[src/rtl/gb_cmp_pkg.sv]
// =============================================================================
// Module  : gb_cmp_pkg
// Purpose : Shared state encoding and default sizing for the blur output comparator.
// Rev     : 1.0 - initial release
// =============================================================================
`default_nettype none

package gb_cmp_pkg;

    typedef enum logic [1:0] {
        IDLE = 2'd0,
        RUN  = 2'd1,
        DONE = 2'd2
    } state_t;

    localparam int DEF_DATA_W       = 8;
    localparam int DEF_FIFO_DEPTH   = 4;
    localparam int DEF_FRAME_PIXELS = 1024;
    localparam int DEF_CNT_W        = 20;

endpackage

`default_nettype wire

[src/rtl/gb_cmp_fifo.sv]
// =============================================================================
// Module  : gb_cmp_fifo
// Purpose : Per-lane synchronous FIFO with flush; extra pointer bit separates full/empty.
// Rev     : 1.0 - initial release
// =============================================================================
`default_nettype none

module gb_cmp_fifo #(
    parameter int DATA_W = 8,
    parameter int DEPTH  = 4
) (
    input  logic              clk,
    input  logic              rst_n,
    input  logic              flush,
    input  logic              push,
    input  logic              pop,
    input  logic [DATA_W-1:0] din,
    output logic [DATA_W-1:0] dout,
    output logic              full,
    output logic              empty
);

    localparam int AW = $clog2(DEPTH);
    localparam int PW = AW + 1;

    logic [DATA_W-1:0] mem [DEPTH];
    logic [PW-1:0]     wr_ptr;
    logic [PW-1:0]     rd_ptr;
    logic              do_push;
    logic              do_pop;

    assign empty   = (wr_ptr == rd_ptr);
    assign full    = (wr_ptr[AW] != rd_ptr[AW]) && (wr_ptr[AW-1:0] == rd_ptr[AW-1:0]);
    assign do_push = push && !full;
    assign do_pop  = pop && !empty;
    assign dout    = mem[rd_ptr[AW-1:0]];

    always_ff @(posedge clk or negedge rst_n) begin
        if (!rst_n) begin
            wr_ptr <= '0;
            rd_ptr <= '0;
        end else if (flush) begin
            wr_ptr <= '0;
            rd_ptr <= '0;
        end else begin
            if (do_push) wr_ptr <= wr_ptr + PW'(1);
            if (do_pop)  rd_ptr <= rd_ptr + PW'(1);
        end
    end

    // Storage needs no reset: only entries between the pointers are ever read.
    always_ff @(posedge clk) begin
        if (do_push && !flush) mem[wr_ptr[AW-1:0]] <= din;
    end

endmodule

`default_nettype wire

[src/rtl/gb_out_stream_cmp.sv]
// =============================================================================
// Module  : gb_out_stream_cmp
// Purpose : Buffers the ILA and HLS pixel streams and compares them pairwise per frame.
// Rev     : 1.0 - initial release
// =============================================================================
`default_nettype none

module gb_out_stream_cmp
    import gb_cmp_pkg::*;
#(
    parameter int DATA_W       = DEF_DATA_W,
    parameter int FIFO_DEPTH   = DEF_FIFO_DEPTH,
    parameter int FRAME_PIXELS = DEF_FRAME_PIXELS,
    parameter int CNT_W        = DEF_CNT_W
) (
    input  logic              ap_clk,
    input  logic              ap_rst_n,
    input  logic              start,
    input  logic [DATA_W-1:0] a_tdata,
    input  logic              a_tvalid,
    output logic              a_tready,
    input  logic [DATA_W-1:0] b_tdata,
    input  logic              b_tvalid,
    output logic              b_tready,
    output logic              busy,
    output logic              done,
    output logic              mismatch,
    output logic [CNT_W-1:0]  pix_cnt,
    output logic [CNT_W-1:0]  first_mis_idx,
    output logic [DATA_W-1:0] first_mis_a,
    output logic [DATA_W-1:0] first_mis_b
);

    localparam logic [CNT_W-1:0] FRAME_CNT = CNT_W'(FRAME_PIXELS);
    localparam logic [CNT_W-1:0] LAST_IDX  = CNT_W'(FRAME_PIXELS - 1);

    state_t            state;
    state_t            state_nxt;
    logic              clear;
    logic              cmp_fire;
    logic              a_push;
    logic              b_push;
    logic              a_full;
    logic              b_full;
    logic              a_empty;
    logic              b_empty;
    logic [DATA_W-1:0] a_head;
    logic [DATA_W-1:0] b_head;
    logic [CNT_W-1:0]  a_acc_cnt;
    logic [CNT_W-1:0]  b_acc_cnt;

    // Ready is a function of buffer room and frame quota only, never of valid.
    assign a_tready = (state == RUN) && !a_full && (a_acc_cnt < FRAME_CNT);
    assign b_tready = (state == RUN) && !b_full && (b_acc_cnt < FRAME_CNT);
    assign a_push   = a_tvalid && a_tready;
    assign b_push   = b_tvalid && b_tready;
    assign cmp_fire = (state == RUN) && !a_empty && !b_empty;
    assign busy     = (state == RUN);
    assign done     = (state == DONE);

    gb_cmp_fifo #(
        .DATA_W (DATA_W),
        .DEPTH  (FIFO_DEPTH)
    ) u_fifo_a (
        .clk   (ap_clk),
        .rst_n (ap_rst_n),
        .flush (clear),
        .push  (a_push),
        .pop   (cmp_fire),
        .din   (a_tdata),
        .dout  (a_head),
        .full  (a_full),
        .empty (a_empty)
    );

    gb_cmp_fifo #(
        .DATA_W (DATA_W),
        .DEPTH  (FIFO_DEPTH)
    ) u_fifo_b (
        .clk   (ap_clk),
        .rst_n (ap_rst_n),
        .flush (clear),
        .push  (b_push),
        .pop   (cmp_fire),
        .din   (b_tdata),
        .dout  (b_head),
        .full  (b_full),
        .empty (b_empty)
    );

    always_ff @(posedge ap_clk or negedge ap_rst_n) begin
        if (!ap_rst_n) state <= IDLE;
        else           state <= state_nxt;
    end

    always_comb begin
        state_nxt = state;
        clear     = 1'b0;
        case (state)
            IDLE: begin
                if (start) begin
                    clear     = 1'b1;
                    state_nxt = RUN;
                end
            end
            RUN: begin
                if (cmp_fire && (pix_cnt == LAST_IDX)) state_nxt = DONE;
            end
            DONE: begin
                if (start) begin
                    clear     = 1'b1;
                    state_nxt = RUN;
                end
            end
            default: state_nxt = IDLE;
        endcase
    end

    always_ff @(posedge ap_clk or negedge ap_rst_n) begin
        if (!ap_rst_n) begin
            a_acc_cnt     <= '0;
            b_acc_cnt     <= '0;
            pix_cnt       <= '0;
            mismatch      <= 1'b0;
            first_mis_idx <= '0;
            first_mis_a   <= '0;
            first_mis_b   <= '0;
        end else if (clear) begin
            a_acc_cnt     <= '0;
            b_acc_cnt     <= '0;
            pix_cnt       <= '0;
            mismatch      <= 1'b0;
            first_mis_idx <= '0;
            first_mis_a   <= '0;
            first_mis_b   <= '0;
        end else begin
            if (a_push) a_acc_cnt <= a_acc_cnt + CNT_W'(1);
            if (b_push) b_acc_cnt <= b_acc_cnt + CNT_W'(1);
            if (cmp_fire) begin
                pix_cnt <= pix_cnt + CNT_W'(1);
                // Only the first differing pair is captured; later ones just keep the flag set.
                if ((a_head != b_head) && !mismatch) begin
                    mismatch      <= 1'b1;
                    first_mis_idx <= pix_cnt;
                    first_mis_a   <= a_head;
                    first_mis_b   <= b_head;
                end
            end
        end
    end

endmodule

`default_nettype wire
[config.mk]
export PLATFORM = sky130hd
export DESIGN_NAME = gb_out_stream_cmp
export DESIGN_NICKNAME = d
export VERILOG_FILES = /design/src/rtl/gb_cmp_pkg.sv /design/src/rtl/gb_cmp_fifo.sv /design/src/rtl/gb_out_stream_cmp.sv
export SDC_FILE = /design/constraint.sdc
export NUM_CORES = 1
export LEC_CHECK = 0
export CAP_MARGIN = 20
export CORE_MARGIN = 2
export CORE_UTILIZATION = 61
export DETAILED_ROUTE_END_ITERATION = 10
export PLACE_DENSITY = 0.85
export SLEW_MARGIN = 10
export SYNTH_ARGS = -nofsm -noshare
export SYNTH_HDL_FRONTEND = slang
export SYNTH_SLANG_ARGS = --single-unit
[constraint.sdc]
create_clock -name ap_clk -period 3.25 [get_ports ap_clk]
set_input_delay 0.325 -clock ap_clk [delete_from_list [all_inputs] [get_ports ap_clk]]
set_output_delay 0.325 -clock ap_clk [all_outputs]
set_load 0.01 [all_outputs]
==> flow_summary.yaml <==
cts:
  cts.clk_slew.worst_paths_ps: 70
  clkLatencyLatePin_ps: 430
  cts_resized: 0
  cts_root_buffer: "clkbuf_16"
  clk_path_buf_depth: 2
  htreeDepth: 4
  cts_tree: "done"
  numClockSinks: 175
  holdBufCountCts: 1
  cts_made_buffers: 17
  cts_setup_buffers: 0
timing:
  fmax_mhz: 333.7
  maxSlewHeadroom_pct: 39.12
  skew_ps: 6.207
  fin_tns_setup_ps: 0
  period_share_pct: 92.20
  min_period_ps: 2996
  finalMaxSlewViolations: 0
  hold_viol_final: 0
  setup_violations: 0
  worst_slew_pin_slew_ps: 913.2
  rsz0062_at_grt: "false"
logic_synthesis:
  yosys.area_share.xor_xnor_pct: 3.056
  synth_top_family_by_area: "simple AND/OR/NAND/NOR gates"
  post_synth_instance_area_mm2: 0.007739
  synthesis.nets: 649
  synth_ff_type: "dfrtp_1"
  synth_seq_area_share_pct: 60.73
  synth-edff-count: 64
  syn_inst: 615
  muxShareOfSynthArea_pct: 9.604
  yosysWarnings: 0
  async_flop_share_pct: 63.43
  synth.avg_cell_area_um2: 12.58
  ys_ff_latch: 175
  yosysUniqueCellTypes: 43
  yosys.area_share.simple_pct: 14.16
  synth_compound_area_share_pct: 5.643
  synthAdderAreaFrac_pct: 2.102
worst_setup_path:
  setup.worst_path.start_class: "flip-flop"
  cpMaxStageDelayCell: "dfrtp_1"
  endpoint_kind: "flip-flop"
  cp.required_ps: 3600
  crit_chain: "xnor2_1, a31oi_2, nand3_1, or4_1, a21oi_1"
  max_stage_delay_ps: 750
  worstSetupPathType: "reg2reg"
  cp.arrival_ps: 3340
  cp_max_fo: 14
global_route:
  top_usage_layer: "met2"
  grt_max_degree: 59
  gr-usage-met1_pct: 34.16
  antenna_found_initial: 0
  first_global_vias: 5216
  gr-total-overflow: 0
  grt_util_met3_pct: 6.279
  grt_pass1_wl_um: 27090
  use_met2_pct: 44.07
  gr-usage-all-layers_pct: 26.55
floorplan:
  die_w_um: 116.6
  rows: 41
  dieArea_mm2: 0.01360
  io_pins: 82
  core_area_mm2: 0.01252
  start_util_pct: 61.83
  die_y_um: 116.6
drt:
  drc: 0
  wl_per_cell_um: 19.28
  viasPerCell: 6.018
  initialDrtViolationCount: 509
  first_pass_iters: 5
  vias: 5308
  drtAntennaViolNets: 0
  drt_wl_total_um: 17010
finish:
  antenna_cells: 0
  area_growth_pct: 20.06
  drive_above_1_share_pct: 8.169
  fin_nets: 731
placement:
  place.port_buffers: 81
  gp_congestion: 0.8323
  dp_hpwl_um: 10920
power_and_ir_drop:
  total_power_mw: 7.421
  powerDensity_mw_per_mm2: 798.7
  ir_worst_vdd_v: 0.0004964
  p_leak_nw: 4.145
run:
  maxCapViolCount: 0
hold_path:
  hold_path_class: "reg2reg"
outcome:
  status: "completed"
-- Yosys cell counts (all sizes together), types with 2 or more instances --
master	number	area share (%)
mux2i	36	4.7
and2	23	1.9
or4	23	2.2
o31ai	22	2.1
o21ai	14	0.91
nand4	14	1.2
a21oi	26	1.7
nand2	56	2.7
nand3	31	2.0
nor2	17	0.82
edfxtp	64	25
buf	9	1.4
dfrtp	111	36
a31oi	2	0.32
clkbuf	17	0.82
inv	50	2.4
xnor2	13	1.5
xor2	14	1.6
mux4	16	4.9
o21a	4	0.39
ha	13	2.1
nor4	6	0.57
or3	5	0.40
nor3	6	0.39
and4	5	0.57
and3	7	0.57
-- logic make-up after synthesis --
group	after synthesis
XOR/XNOR	27
AO/OA/AOI/OAI	70
adder cells (fa/ha/maj)	13
AND/OR/NAND/NOR	201
multiplexers	52
flip-flops	175
buffers and inverters	77
-- stage by stage --
step / instances / hold WS, ps / utilization, % / setup slack (ps) / area (um^2)
after floorplan: 615 / 29.41 / - / 1056 / 7739
after global placement: 849 / 401.7 / 69.29 / 569.7 / 8673
after detailed placement: 849 / 413.4 / 69.29 / 410.7 / 8673
after CTS: 882 / 485.3 / 74.23 / 208.5 / 9291
after global routing: 882 / 498.3 / 74.23 / 98.09 / 9291
final: 882 / 480.6 / 74.23 / 253.6 / 9291
-- layer usage --
metal	up-vias	part of all wire (%)
met4	0	2.8
li1	2394	-
met3	48	6.4
met1	2642	41
met2	224	50
met5	-	0
-- layout by cell type (no fill, tap or decap), types with 22 or more instances in the layout --
master and count:
a21oi_1 26, and2_1 23, clkdlybuf4s50_1 80, dfrtp_1 111, edfxtp_1 64, inv_1 50
mux2i_1 36, nand2_1 55, nand3_1 31, o31ai_1 22, or4_1 23
-- registers in the layout (all words and copies together) (netlist names) --
signal / flops
u_fifo_b.wr_ptr: 3
u_fifo_b.rd_ptr: 3
first_mis_a: 8
first_mis_b: 8
u_fifo_b.mem: 32
u_fifo_a.rd_ptr: 3
b_acc_cnt: 20
u_fifo_a.mem: 32
u_fifo_a.wr_ptr: 3
state: 2
pix_cnt: 20
first_mis_idx: 20
a_acc_cnt: 20
mismatch: 1
-- power by group --
part / internal [mW] / leakage (nW) / total [mW] / switching [mW]
Combinational: 0.903 / 1.99 / 2.24 / 1.33
Sequential: 2.71 / 1.85 / 3.11 / 0.395
Clock: 1.23 / 0.298 / 2.08 / 0.843
Total: 4.85 / 4.14 / 7.42 / 2.57
-- critical path: cells and delay by family (launching register included) --
family	cells	cell delay (ps)
AOI/OAI and AO/OA	2	770
DFF	1	750
xor gates and xnor gates	1	260
and+or+nand+nor	2	1130
-- layout make-up --
cell class                      count  area (um^2)
Timing Repair Buffer               89        895.9
Multi-Input combinational cell    363         2681
Fill cell                         848         3226
Clock buffer                       21        484.2
Tap cell                          172        215.2
Inverter                           51        191.4
Sequential cell                   175         4700
Clock inverter                     11        123.9
-- worst paths after layout --
| kind | slack [ps] | end | cells after the start | startpoint |
|---|---|---|---|---|
| worst max register to register | 250 | pix_cnt[12]$_DFFE_PN0P_ | 5 | u_fifo_a.rd_ptr[0]$_DFFE_PN0P_ |
| worst max-delay path | 250 | pix_cnt[12]$_DFFE_PN0P_ | 5 | u_fifo_a.rd_ptr[0]$_DFFE_PN0P_ |
| max in group asynchronous | 1990 | a_acc_cnt[0]$_DFFE_PN0P_ | 3 | ap_rst_n |
| worst min register to register | 480 | a_acc_cnt[10]$_DFFE_PN0P_ | 1 | a_acc_cnt[10]$_DFFE_PN0P_ |
| worst min-delay path | 480 | a_acc_cnt[10]$_DFFE_PN0P_ | 1 | a_acc_cnt[10]$_DFFE_PN0P_ |
| min in group asynchronous | 490 | first_mis_b[6]$_DFFE_PN0P_ | 2 | ap_rst_n |
(Power assumes the default switching activity.)
